<file path="src/rtl/seg7_pkg.sv">
// Shared letter codes, limits and scroller state encoding for the seven-segment message path.
package seg7_pkg;

   localparam int unsigned CODE_W = 6;

   localparam logic [CODE_W-1:0] CODE_A     = 6'd0;
   localparam logic [CODE_W-1:0] CODE_D     = 6'd1;
   localparam logic [CODE_W-1:0] CODE_E     = 6'd2;
   localparam logic [CODE_W-1:0] CODE_F     = 6'd3;
   localparam logic [CODE_W-1:0] CODE_G     = 6'd4;
   localparam logic [CODE_W-1:0] CODE_H     = 6'd5;
   localparam logic [CODE_W-1:0] CODE_I     = 6'd6;
   localparam logic [CODE_W-1:0] CODE_L     = 6'd7;
   localparam logic [CODE_W-1:0] CODE_T     = 6'd8;
   localparam logic [CODE_W-1:0] CODE_Z     = 6'd9;
   localparam logic [CODE_W-1:0] CODE_MAX   = 6'd9;
   localparam logic [CODE_W-1:0] CODE_BLANK = 6'h3F;

   typedef enum logic [1:0] {
      EMPTY  = 2'd0,
      STATIC = 2'd1,
      SCROLL = 2'd2,
      PAUSE  = 2'd3
   } state_e;

   function automatic logic code_valid(input logic [CODE_W-1:0] c);
      return c <= CODE_MAX;
   endfunction

endpackage

</file>
<file path="src/rtl/seg7_tick_prescaler.sv">
// Free-running divider: one-cycle tick every TICK_DIV enabled cycles; clear restarts the count.
module seg7_tick_prescaler #(
   parameter int unsigned TICK_DIV = 50_000_000
) (
   input  logic clk,
   input  logic reset,
   input  logic enable,
   input  logic clear,
   output logic tick
);

   localparam int unsigned CW = (TICK_DIV > 2) ? $clog2(TICK_DIV) : 1;
   localparam logic [CW-1:0] LAST = CW'(TICK_DIV - 1);

   logic [CW-1:0] count_q, count_d;

   always_comb begin
      tick    = enable && !clear && (count_q == LAST);
      count_d = count_q;
      if (clear)       count_d = '0;
      else if (tick)   count_d = '0;
      else if (enable) count_d = count_q + 1'b1;
   end

   always_ff @(posedge clk) begin
      if (reset) count_q <= '0;
      else       count_q <= count_d;
   end

endmodule

</file>
<file path="src/rtl/seg7_msg_scroller.sv">
// Message buffer presenting a circularly scrolling DIGITS-wide window of letter codes.
module seg7_msg_scroller
   import seg7_pkg::*;
#(
   parameter int unsigned DIGITS   = 4,
   parameter int unsigned DEPTH    = 16,
   parameter int unsigned TICK_DIV = 50_000_000
) (
   input  logic                         clk,
   input  logic                         reset,
   input  logic                         wr_en,
   input  logic [$clog2(DEPTH)-1:0]     wr_addr,
   input  logic [CODE_W-1:0]            wr_data,
   input  logic                         len_wr,
   input  logic [$clog2(DEPTH):0]       len,
   input  logic                         run,
   output logic [DIGITS*CODE_W-1:0]     codes,
   output logic [DIGITS-1:0]            blank,
   output logic                         wrap
);

   localparam int unsigned AW = $clog2(DEPTH);
   localparam int unsigned LW = AW + 1;
   localparam int unsigned SW = AW + 2;

   logic [CODE_W-1:0]        msg_buf_q [DEPTH];
   logic [LW-1:0]            msg_len_q, len_clamped;
   logic [AW-1:0]            pos_q, pos_d;
   logic                     wrap_d, tick;
   state_e                   state;
   logic [DIGITS*CODE_W-1:0] codes_d;
   logic [DIGITS-1:0]        blank_d;
   logic [SW-1:0]            src_idx [DIGITS];
   logic [CODE_W-1:0]        src_code [DIGITS];

   assign len_clamped = (len > LW'(DEPTH)) ? LW'(DEPTH) : len;

   always_comb begin
      if (msg_len_q == '0)               state = EMPTY;
      else if (msg_len_q <= LW'(DIGITS)) state = STATIC;
      else if (run)                      state = SCROLL;
      else                               state = PAUSE;
   end

   seg7_tick_prescaler #(
      .TICK_DIV (TICK_DIV)
   ) u_prescaler (
      .clk    (clk),
      .reset  (reset),
      .enable (state == SCROLL),
      .clear  (len_wr || state == EMPTY || state == STATIC),
      .tick   (tick)
   );

   // A length load wins over a coincident tick: no step and no wrap.
   always_comb begin
      pos_d  = pos_q;
      wrap_d = 1'b0;
      if (len_wr || state == EMPTY || state == STATIC) begin
         pos_d = '0;
      end else if (tick) begin
         if ({1'b0, pos_q} == msg_len_q - LW'(1)) begin
            pos_d  = '0;
            wrap_d = 1'b1;
         end else begin
            pos_d = pos_q + 1'b1;
         end
      end
   end

   // pos < msg_len and i < DIGITS < msg_len while scrolling, so one subtract is a full modulo.
   always_comb begin
      codes_d = '0;
      blank_d = '0;
      for (int i = 0; i < DIGITS; i++) begin
         src_idx[i] = SW'(pos_q) + SW'(i);
         if (src_idx[i] >= SW'(msg_len_q)) src_idx[i] = src_idx[i] - SW'(msg_len_q);
         src_code[i] = msg_buf_q[src_idx[i][AW-1:0]];
         blank_d[i]  = (msg_len_q == '0) || (state == STATIC && LW'(i) >= msg_len_q) ||
                       !code_valid(src_code[i]);
         codes_d[i*CODE_W +: CODE_W] = blank_d[i] ? '0 : src_code[i];
      end
   end

   always_ff @(posedge clk) begin
      if (reset) begin
         for (int k = 0; k < DEPTH; k++) msg_buf_q[k] <= CODE_BLANK;
         msg_len_q <= '0;
         pos_q     <= '0;
         codes     <= '0;
         blank     <= '1;
         wrap      <= 1'b0;
      end else begin
         if (wr_en)  msg_buf_q[wr_addr] <= wr_data;
         if (len_wr) msg_len_q <= len_clamped;
         pos_q <= pos_d;
         wrap  <= wrap_d;
         codes <= codes_d;
         blank <= blank_d;
      end
   end

endmodule

</file>
<file path="config.mk">
export PLATFORM = sky130hd
export DESIGN_NAME = seg7_msg_scroller
export DESIGN_NICKNAME = d
export VERILOG_FILES = /design/src/rtl/seg7_pkg.sv /design/src/rtl/seg7_tick_prescaler.sv /design/src/rtl/seg7_msg_scroller.sv
export SDC_FILE = /design/constraint.sdc
export NUM_CORES = 1
export LEC_CHECK = 0
export ABC_AREA = 0
export CAP_MARGIN = 40
export CORE_AREA = 3 3 155 157
export CTS_BUF_LIST = sky130_fd_sc_hd__clkbuf_2
export CTS_CLUSTER_DIAMETER = 120
export CTS_CLUSTER_SIZE = 16
export DETAILED_ROUTE_END_ITERATION = 7
export DIE_AREA = 0 0 158 160
export GPL_TIMING_DRIVEN = 0
export PLACE_DENSITY = 0.67
export REMOVE_ABC_BUFFERS = 1
export SKIP_CTS_REPAIR_TIMING = 1
export SYNTH_ARGS = -nofsm -noshare
export SYNTH_HDL_FRONTEND = slang
export SYNTH_SLANG_ARGS = --single-unit
export TNS_END_PERCENT = 50
</file>
<file path="constraint.sdc">
create_clock -name clk -period 3.69 [get_ports clk]
set_clock_uncertainty 0.2 [all_clocks]
set_input_delay 0.369 -clock clk [delete_from_list [all_inputs] [get_ports clk]]
set_output_delay 0.369 -clock clk [all_outputs]
set_load 0.01 [all_outputs]
</file>
==> flow_summary_export.csv, run 1 <==
group,metric,value,unit
clock_tree,insertion_delay,780,ps
drt,drtIter0Drc,1172,
sta,worst_slack,-368,ps
hold_path,hp-class,"input port to flip-flop",
sta,hold_ws,65.0,ps
logic_synthesis,synth_top_family_by_area,"simple AND/OR/NAND/NOR gates",
logic_synthesis,async_reset_ff_share,0,%
layout,final_common_cell,"nand2_1",
drt,vias,9618,
pwr,cellLeakagePower,5.12,nW
pwr,peakVddDrop,0.200,mV
logic_synthesis,ys_types,89,
layout,multi_input_area,6820,um^2
drt,wl_met1,13.9,mm
worst_setup_path,worst_path_max_delay_cell,"dfxtp_4",
floorplan,dieArea,25300,um^2
logic_synthesis,synthSimpleGateAreaFrac,21.5,%
sta,period_minus_slack,4060,ps
logic_synthesis,ys_dominant_reg_cell,"edfxtp_1",
clock_tree,clkTransAtPathRegs,240,ps
sta,fin_crit_sh,110,%
layout,finalNonFillerCells,1536,
layout,ff_latch_area,4180,um^2
sta,tightest_slew,892,ps
drt,wl,34.8,mm
global_routing,overflow,0,
layout,layout.filler_cells,1828,
drt,wl_met2,15.4,mm
sta,setup_viol,20,
worst_setup_path,reg2reg_setup_slack,-370,ps
placement,dp_cells,1392,
sta,setup_tns,-4010,ps
worst_setup_path,crit_chain,"clkinvlp_4, ha_4, clkinvlp_4, ha_4, nand2_4, o211a_4, buf_4, nor3_2, a21oi_2, buf_6, a2111oi_4, nor4_1, a211o_1, or2_4, a211oi_2",
clock_tree,cts_root_buffer,"clkbuf_2",
sta,rsz0062_at_grt,"true",
floorplan,die_h,160,um
layout,drive_gt1_share,29.4,%
logic_synthesis,ys_seq_elements,160,
clock_tree,cts_sinks,160,
sta,fmax,246,MHz
worst_setup_path,crit_arrival,4550,ps
status,status,"finished with violations",
logic_synthesis,ys_warn_count,0,
clock_tree,htree_levels,4,
drt,routed.top_layer,"met4",
logic_synthesis,synth_area,10700,um^2
status,violations,"setup timing",
sta,max_slew_margin,40.4,%
logic_synthesis,synth_compound_area_share,13.6,%
clock_tree,clk_path_buf_depth,2,
drt,ant_nets,0,
floorplan,die_w,158,um
floorplan,core,22600,um^2
global_routing,antenna_found_initial,1,
drt,drc,0,
logic_synthesis,synth-seq-area-share,38.9,%
worst_setup_path,cp_slowest_stage_delay,450,ps
worst_setup_path,cp.buffers_inverters,4,
sta,finalHoldViolations,0,
global_routing,grt_max_degree,30,
global_routing,grt_use_total,24.9,%
placement,hpwl,23.0,mm
worst_setup_path,path_class,"flip-flop to flip-flop",
worst_setup_path,cp_top_family,"compound AO/OA/AOI/OAI gates",
worst_setup_path,critPathMaxFanout,11,
drt,first_pass_iters,5,
layout,layout_common_cells,"nand2_1, buf_4, mux2i_1",
floorplan,ios,49,
logic_synthesis,synth_xor_xnor_area_share,3.03,%
global_routing,first_global_vias,8471,
worst_setup_path,required,4190,ps
job,maxCapViolations,0,
global_routing,grt_pass1_wl,48.0,mm
floorplan,start_util,47.3,%
drt,wl_per_cell,22.7,um
drt,vias_per_cell,6.26,
logic_synthesis,syn_inst,1085,
worst_setup_path,startpoint_type,"flip-flop",
clock_tree,cts_tree,"built",
worst_setup_path,end_kind,"flip-flop",
drt,met3_length,3.72,mm
layout,finalNetCount,1287,
pwr,power_density,324,nW/um^2
placement,finalWeightedCongestion,0.923,
logic_synthesis,muxShareOfSynthArea,15.3,%
logic_synthesis,synth_fa_ha_area_share,3.79,%
logic_synthesis,synth-edff-count,96,
clock_tree,cts_buffers,17,
placement,port_buffers,48,
layout,fin_util,59.2,%
floorplan,row_count,55,
logic_synthesis,synth_area_per_cell,9.86,um^2
layout,syn2layout_area_growth,25.2,%
placement,dp_worst_setup_slack,-1480,ps
sta,drv_slew,0,
cell usage after synthesis, types with 4 or more instances:
library cell  number  area (um^2)
nor2_1            71          267
mux2i_1          105         1050
mux4_2            18          405
mux2_2            14          158
buf_2             23          115
inv_1             30          113
o22ai_1            6         37.5
nor3b_1            6         45.0
ha_1              26          325
dfxtp_1           64         1280
fa_1               4         80.1
o21ai_2            4         35.0
nand3_1           30          150
o21ai_0           23          115
and3_1            25          156
a21o_1             8         60.1
a211oi_1          29          218
nor4_1             8         50.1
a22oi_1            4         30.0
clkbuf_1          18         67.6
xor2_1            19          166
o21a_1             4         30.0
nor3_1            19         95.1
nor2b_1           10         62.6
o211ai_1           8         60.1
o21ai_1            6         30.0
o31ai_1            4         30.0
a31oi_1            8         50.1
buf_4              9         67.6
or2_2             65          407
nand2b_1          44          275
a211o_1            5         43.8
edfxtp_1          96         2880
a21oi_1           32          160
or3_1             11         68.8
o31a_1             4         35.0
nand2_1          109          409
nand4_1           18          113
xnor2_1           18          158
o21bai_1           4         30.0
final timing paths:
path / start / to / depth (start not counted)
max: pos_q[1]$_SDFFE_PP0P_ / codes[18]$_SDFF_PP0_ / 15
min: len[3] / msg_len_q[3]$_SDFFE_PP0P_ / 4
max reg2reg: pos_q[1]$_SDFFE_PP0P_ / codes[18]$_SDFF_PP0_ / 15
min reg2reg: u_prescaler.count_q[17]$_SDFFE_PP0N_ / u_prescaler.count_q[17]$_SDFFE_PP0N_ / 2
power breakdown:
part           total (mW)  switching, mW  internal (mW)
clock network       0.924          0.675          0.249
logic                1.36          0.731          0.630
registers            2.06         0.0904           1.97
total                4.35           1.50           2.85
final cells by class:
cell class / instances / area share (%)
inverter: 30 / 0.952
antenna: 1 / 0.0187
sequential: 160 / 31.2
timing repair buffer: 178 / 12.7
multi-input combinational: 850 / 50.9
clock inverter: 15 / 0.999
clock buffer: 17 / 0.635
tap: 285 / 2.66
per-layer routing:
| layer | up-vias | GRT usage (%) |
|---|---|---|
| li1 | 4296 | - |
| met1 | 4596 | 34.5 |
| met2 | 594 | 37.7 |
| met3 | 132 | 5.09 |
| met4 | 0 | 10.9 |
| met5 | - | 0 |
logic make-up after synthesis:
logic type | after synthesis
fa+ha+maj | 30
xor+xnor | 37
buf+inv | 84
flops | 160
other cells | 1
compound gates | 194
mux | 139
simple gates | 440
registers in the layout (all words and copies together), names as in the netlist:
name and count:
msg_buf_q 96, u_prescaler.count_q 26, codes 24, msg_len_q 5, blank 4, pos_q 4, wrap 1
per-stage QoR:
stage / cell area, um^2 / power, mW
after floorplan: 10400 / 2.77
after global placement: 11300 / 3.10
after global routing: 13400 / 4.51
after detailed placement: 11600 / 3.19
final: 13400 / 4.35
after CTS: 11900 / 4.10
worst register-to-register path: stages, from the launching register on:
cell	delay, ps
dfxtp_4	450
clkinvlp_4	190
ha_4	380
clkinvlp_4	130
ha_4	290
nand2_4	60
o211a_4	290
buf_4	150
nor3_2	270
a21oi_2	110
buf_6	170
a2111oi_4	420
nor4_1	130
a211o_1	300
or2_4	270
a211oi_2	180
(Power assumes the default switching activity.)
==> inputs of run 2 (changes only) <==
--- a/config.mk
+++ b/config.mk
@@ -7,12 +7,12 @@
 export LEC_CHECK = 0
 export ABC_AREA = 0
 export CAP_MARGIN = 40
-export CORE_AREA = 3 3 155 157
+export CORE_AREA = 2 2 154 156
 export CTS_BUF_LIST = sky130_fd_sc_hd__clkbuf_2
 export CTS_CLUSTER_DIAMETER = 120
 export CTS_CLUSTER_SIZE = 16
 export DETAILED_ROUTE_END_ITERATION = 7
-export DIE_AREA = 0 0 158 160
+export DIE_AREA = 0 0 156 158
 export GPL_TIMING_DRIVEN = 0
 export PLACE_DENSITY = 0.67
 export REMOVE_ABC_BUFFERS = 1
==> run 2 against run 1 <==
Compared with the run above: the run ends with DRC, setup timing left; final cell count down 1.1%; power up 1.8%; worst hold slack worse by 33 ps; combinational power about the same; final area down 1.3%; sequential share of layout area up 0.43 points; clock-buffer cell count unchanged; critical path depth down 2; via count down 0.10%; die area down 2.5%; wire length up 2.1%; fmax down 0.86%; critical path type unchanged; largest cell class unchanged; highest routed layer unchanged.
==> flow_summary_export.csv, run 2 (synthesized netlist as in run 1, its figures left out) <==
group,metric,value,unit
floorplan,die_h,158,um
layout,ff_latch_area,4190,um^2
floorplan,row_count,56,
clock_tree,insertion_delay,800,ps
pwr,finalPower,4.42,mW
clock_tree,cts_buffers,17,
layout,largest_register_ffs,96,
global_routing,grt_use_total,25.3,%
drt,vias,9608,
sta,tightest_slew,910,ps
global_routing,grt_max_degree,30,
sta,period_minus_slack,4090,ps
layout,finalNetCount,1265,
floorplan,core,23100,um^2
floorplan,start_util,46.4,%
global_routing,first_global_vias,8022,
drt,ant_nets,0,
drt,wl,35.6,mm
clock_tree,clk_path_buf_depth,2,
layout,finalNonFillerCells,1519,
sta,fin_crit_sh,111,%
sta,setup_viol,20,
clock_tree,cts_tree,"built",
worst_setup_path,worst_path_max_delay_cell,"mux2i_1",
drt,first_pass_iters,8,
worst_setup_path,startpoint_type,"flip-flop",
placement,dp_worst_setup_slack,-1320,ps
placement,hpwl,22.5,mm
placement,dpl_cell_area,11500,um^2
layout,design_area,13200,um^2
worst_setup_path,end_kind,"flip-flop",
floorplan,dieArea,24600,um^2
layout,largest_register,"msg_buf_q",
worst_setup_path,critPathMostFrequentCell,"nand2_1",
layout,multi_input_area,6840,um^2
sta,setup_tns,-5310,ps
sta,fmax,244,MHz
global_routing,grt_pass1_wl,47.0,mm
layout,syn2layout_area_growth,23.7,%
status,violations,"DRC, setup timing",
clock_tree,cts_sinks,160,
layout,final_common_cell,"nand2_1",
worst_setup_path,crit_chain,"clkinvlp_4, ha_4, inv_1, ha_1, nand2_1, o21ai_4, a31o_4, mux2i_1, nand2_1, a211oi_1, nor4_2, nand4_1, nor3b_1",
worst_setup_path,critPathMaxFanout,6,
worst_setup_path,startpoint,"pos_q[1]$_SDFFE_PP0P_",
drt,drc,16,
pwr,cellLeakagePower,4.97,nW
sta,max_slew_margin,38.8,%
drt,vias_per_cell,6.33,
drt,wl_per_cell,23.4,um
layout,layout.filler_cells,1927,
global_routing,antenna_found_initial,1,
worst_setup_path,path_class,"flip-flop to flip-flop",
hold_path,hp-class,"input port to flip-flop",
sta,drv_slew,0,
layout,drive_gt1_share,27.9,%
global_routing,overflow,0,
placement,finalWeightedCongestion,0.947,
worst_setup_path,cp_slowest_stage_delay,660,ps
clock_tree,htree_levels,4,
pwr,power_density,334,nW/um^2
placement,dp_cells,1391,
clock_tree,cts_root_buffer,"clkbuf_2",
layout,layout_common_cells,"nand2_1, mux2i_1, edfxtp_1",
worst_setup_path,crit_arrival,4580,ps
job,maxCapViolations,0,
placement,port_buffers,48,
clock_tree,clkTransAtPathRegs,250,ps
layout,largest_registers,"msg_buf_q: 96 flops, u_prescaler.count_q: 26 flops, codes: 24 flops",
sta,rsz0062_at_grt,"true",
sta,finalHoldViolations,0,
sta,worst_slack,-404,ps
floorplan,die_w,156,um
hold_path,hold_path.startpoint,"len[3]",
pwr,peakVddDrop,0.176,mV
worst_setup_path,required,4170,ps
drt,drtIter0Drc,1048,
status,status,"finished with violations",
worst_setup_path,r2r-start,"pos_q[1]$_SDFFE_PP0P_",
floorplan,ios,49,
run 2: cell types whose count changed in the layout (fill, tap and decap cells not counted), moves of 3 or more:
cell | previous run | this run
buf_4 | 102 | 77
ha_4 | 10 | 5
buf_12 | 5 | 8
buf_16 | 5 | 2
buf_2 | 3 | 0
buf_8 | 5 | 8
clkinv_4 | 4 | 1
ha_2 | 2 | 5
nand2_2 | 2 | 5
run 2: worst paths after layout:
kind                                           to  cells past startpoint  slack (ps)
min                     msg_len_q[3]$_SDFFE_PP0P_                      4          30
min reg2reg  u_prescaler.count_q[17]$_SDFFE_PP0N_                      2         320
max                          codes[15]$_SDFF_PP0_                     13        -400
max reg2reg                  codes[15]$_SDFF_PP0_                     13        -400
run 2: layer usage:
metal	vias to the layer above	routed length [um]	global-route usage (%)	share of wire (%)
met4	0	1930	8.91	5.4
met3	163	4140	3.59	12
met2	658	15400	39.4	43
met1	4532	14100	36.0	40
li1	4255	-	-	-
met5	-	0	0	0
run 2: report_power, final:
part           total (mW)  switching, mW  internal [mW]  leakage, nW
clock                1.01          0.687          0.319        0.141
sequential           2.06         0.0896           1.97         1.49
combinational        1.36          0.755          0.603         3.34
run 2: final cells by class:
class / instances / area share, %
flip-flops and latches: 160 / 31.6
clock inverters: 15 / 1.18
inverters: 30 / 0.936
multi-input cells: 855 / 51.7
diodes: 1 / 0.0189
repair buffers: 151 / 11.2
clock buffers: 17 / 0.643
well taps: 290 / 2.74
run 2: per-stage QoR:
step | utilization, % | hold WS, ps
final | 57.4 | 32.5
after global routing | 57.4 | -0.735
after CTS | 51.1 | -49.4
after detailed placement | 50.1 | 296
after global placement | 49.0 | 288
after floorplan | - | 241
run 2: worst max-delay path, delay by kind of cell, from the launching register on:
family	cells	cell delay (ps)
compound gates	3	1020
fa+ha+maj	2	750
simple gates	5	690
mux	1	660
flops	1	430
buf+inv	2	250
==> inputs of run 3 (changes only) <==
--- a/config.mk
+++ b/config.mk
@@ -6,7 +6,7 @@
 export NUM_CORES = 1
 export LEC_CHECK = 0
 export ABC_AREA = 0
-export CAP_MARGIN = 40
+export CAP_MARGIN = 20
 export CORE_AREA = 2 2 154 156
 export CTS_BUF_LIST = sky130_fd_sc_hd__clkbuf_2
 export CTS_CLUSTER_DIAMETER = 120
==> run 3 against run 2 <==
Compared with the run above: the run still ends with DRC, setup timing left; sequential power is essentially flat; first-iteration DRC count rose by 27%; combinational power about the same; highest routed layer unchanged; die area is the same; fmax is 1.4% higher; clock power about the same; clock-buffer cell count increased by 1; final area is 0.84% higher; utilization is 0.48 points higher; power rose by 0.71%; wire length rose by 0.65%.
==> flow_summary_export.csv, run 3 (synthesized netlist as in run 1, its figures left out) <==
group,metric,value,unit
sta,finalHoldViolations,0,
placement,finalWeightedCongestion,0.947,
status,status,"finished with violations",
layout,largest_registers,"msg_buf_q: 96 flops, u_prescaler.count_q: 26 flops, codes: 24 flops",
drt,drc,1,
global_routing,grt_max_degree,30,
global_routing,use_met3,6.16,%
clock_tree,insertion_delay,780,ps
layout,layout.filler_cells,1895,
layout,fin_util,57.9,%
global_routing,antenna_found_initial,1,
sta,max_slew_margin,38.9,%
floorplan,die_h,158,um
placement,dpl_cell_area,11500,um^2
drt,vias_per_cell,6.34,
global_routing,grt-busiest-layer,"met2",
clock_tree,cts_buffers,17,
clock_tree,cts_tree,"built",
floorplan,start_util,46.4,%
worst_setup_path,path_class,"flip-flop to flip-flop",
pwr,power_density,334,nW/um^2
sta,setup_viol,17,
sta,worst_slack,-348,ps
pwr,cellLeakagePower,5.03,nW
worst_setup_path,startpoint_type,"flip-flop",
floorplan,die_w,156,um
hold_path,hp-class,"input port to flip-flop",
clock_tree,clk_path_buf_depth,2,
global_routing,first_global_vias,8022,
worst_setup_path,end_kind,"flip-flop",
drt,vias,9672,
drt,ant_nets,0,
status,violations,"DRC, setup timing",
clock_tree,cts_sinks,160,
layout,syn2layout_area_growth,24.7,%
worst_setup_path,crit_arrival,4520,ps
drt,first_pass_iters,8,
drt,wl_per_cell,23.5,um
sta,period_minus_slack,4040,ps
pwr,peakVddDrop,0.158,mV
job,maxCapViolations,0,
global_routing,grt_pass1_wl,47.1,mm
global_routing,grt_use_total,25.4,%
floorplan,ios,49,
clock_tree,clkTransAtPathRegs,260,ps
layout,finalNetCount,1272,
placement,port_buffers,48,
layout,largest_register_ffs,96,
global_routing,globalRouteMet1Util,35.2,%
drt,wl,35.8,mm
drt,drtIter0Drc,1326,
layout,final_common_cell,"nand2_1",
layout,design_area,13300,um^2
worst_setup_path,required,4170,ps
sta,tightest_slew,909,ps
floorplan,dieArea,24600,um^2
sta,drv_slew,0,
global_routing,overflow,0,
clock_tree,cts_root_buffer,"clkbuf_2",
sta,fmax,248,MHz
floorplan,row_count,56,
floorplan,core,23100,um^2
layout,layout_common_cells,"nand2_1, mux2i_1, edfxtp_1",
global_routing,grt_util_met2,38.7,%
sta,fin_crit_sh,109,%
worst_setup_path,critPathMaxFanout,7,
layout,largest_register,"msg_buf_q",
layout,drive_gt1_share,28.1,%
placement,hpwl,22.4,mm
sta,rsz0062_at_grt,"true",
clock_tree,htree_levels,4,
[run 3: changes by cell type in the layout (fill, tap and decap cells not counted), moves of 4 or more]
| cell | before | now |
|---|---|---|
| ha_2 | 5 | 1 |
| buf_4 | 77 | 83 |
| ha_4 | 5 | 10 |
| a21oi_2 | 9 | 5 |
| buf_8 | 8 | 3 |
| o21ai_0 | 21 | 17 |
[run 3: routing by layer]
| layer | routed length (um) | part of all wire, % |
|---|---|---|
| met1 | 14100 | 39 |
| met2 | 15800 | 44 |
| met3 | 4170 | 12 |
| met4 | 1800 | 5.0 |
| met5 | 0 | 0 |
[run 3: final cells by class]
class	count	area, um^2	share of cell area [%]
multi-input combinational	857	6860	51.4
sequential	160	4180	31.3
timing repair buffer	156	1560	11.7
tap	290	363	2.72
clock inverter	14	155	1.16
inverter	30	128	0.956
clock buffer	18	90.1	0.675
antenna	1	2.50	0.0187
[run 3: worst paths after layout]
kind | from | to | slack (ps) | cells past startpoint
worst max-delay path | pos_q[1]$_SDFFE_PP0P_ | blank[3]$_SDFF_PP1_ | -350 | 15
worst min-delay path | len[3] | msg_len_q[3]$_SDFFE_PP0P_ | 50 | 4
worst max register to register | pos_q[1]$_SDFFE_PP0P_ | blank[3]$_SDFF_PP1_ | -350 | 15
worst min register to register | pos_q[2]$_SDFFE_PP0P_ | pos_q[2]$_SDFFE_PP0P_ | 310 | 2
[run 3: per-stage QoR]
step / hold slack, ps / total power [mW] / setup TNS [ps] / setup slack [ps] / cells
after CTS: -83.1 / 4.16 / -20340 / -1430 / 1418
after detailed placement: 301 / 3.15 / -18960 / -1350 / 1386
after global placement: 288 / 3.10 / -37830 / -2810 / 1376
after global routing: 47.3 / 4.60 / -6280 / -457 / 1526
after floorplan: 241 / 2.77 / -9770 / -1150 / 1038
final: 46.5 / 4.45 / -4230 / -348 / 1526
[run 3: power breakdown]
group | total [mW] | switching, mW | internal, mW
logic | 1.38 | 0.762 | 0.616
registers | 2.06 | 0.0891 | 1.97
clock network | 1.02 | 0.693 | 0.325
[run 3: critical path, cell delays in order, from the launching register on]
cell and delay [ps]:
dfxtp_4 440, clkinvlp_4 220, ha_4 240, a21oi_4 130, xnor2_2 100, ha_1 350, o21ai_2 180, nand2b_1 160
buf_4 190, nand3_4 160, and2_4 230, a21oi_1 80, a22oi_1 210, o211ai_1 220, o41a_1 630, a21o_1 210
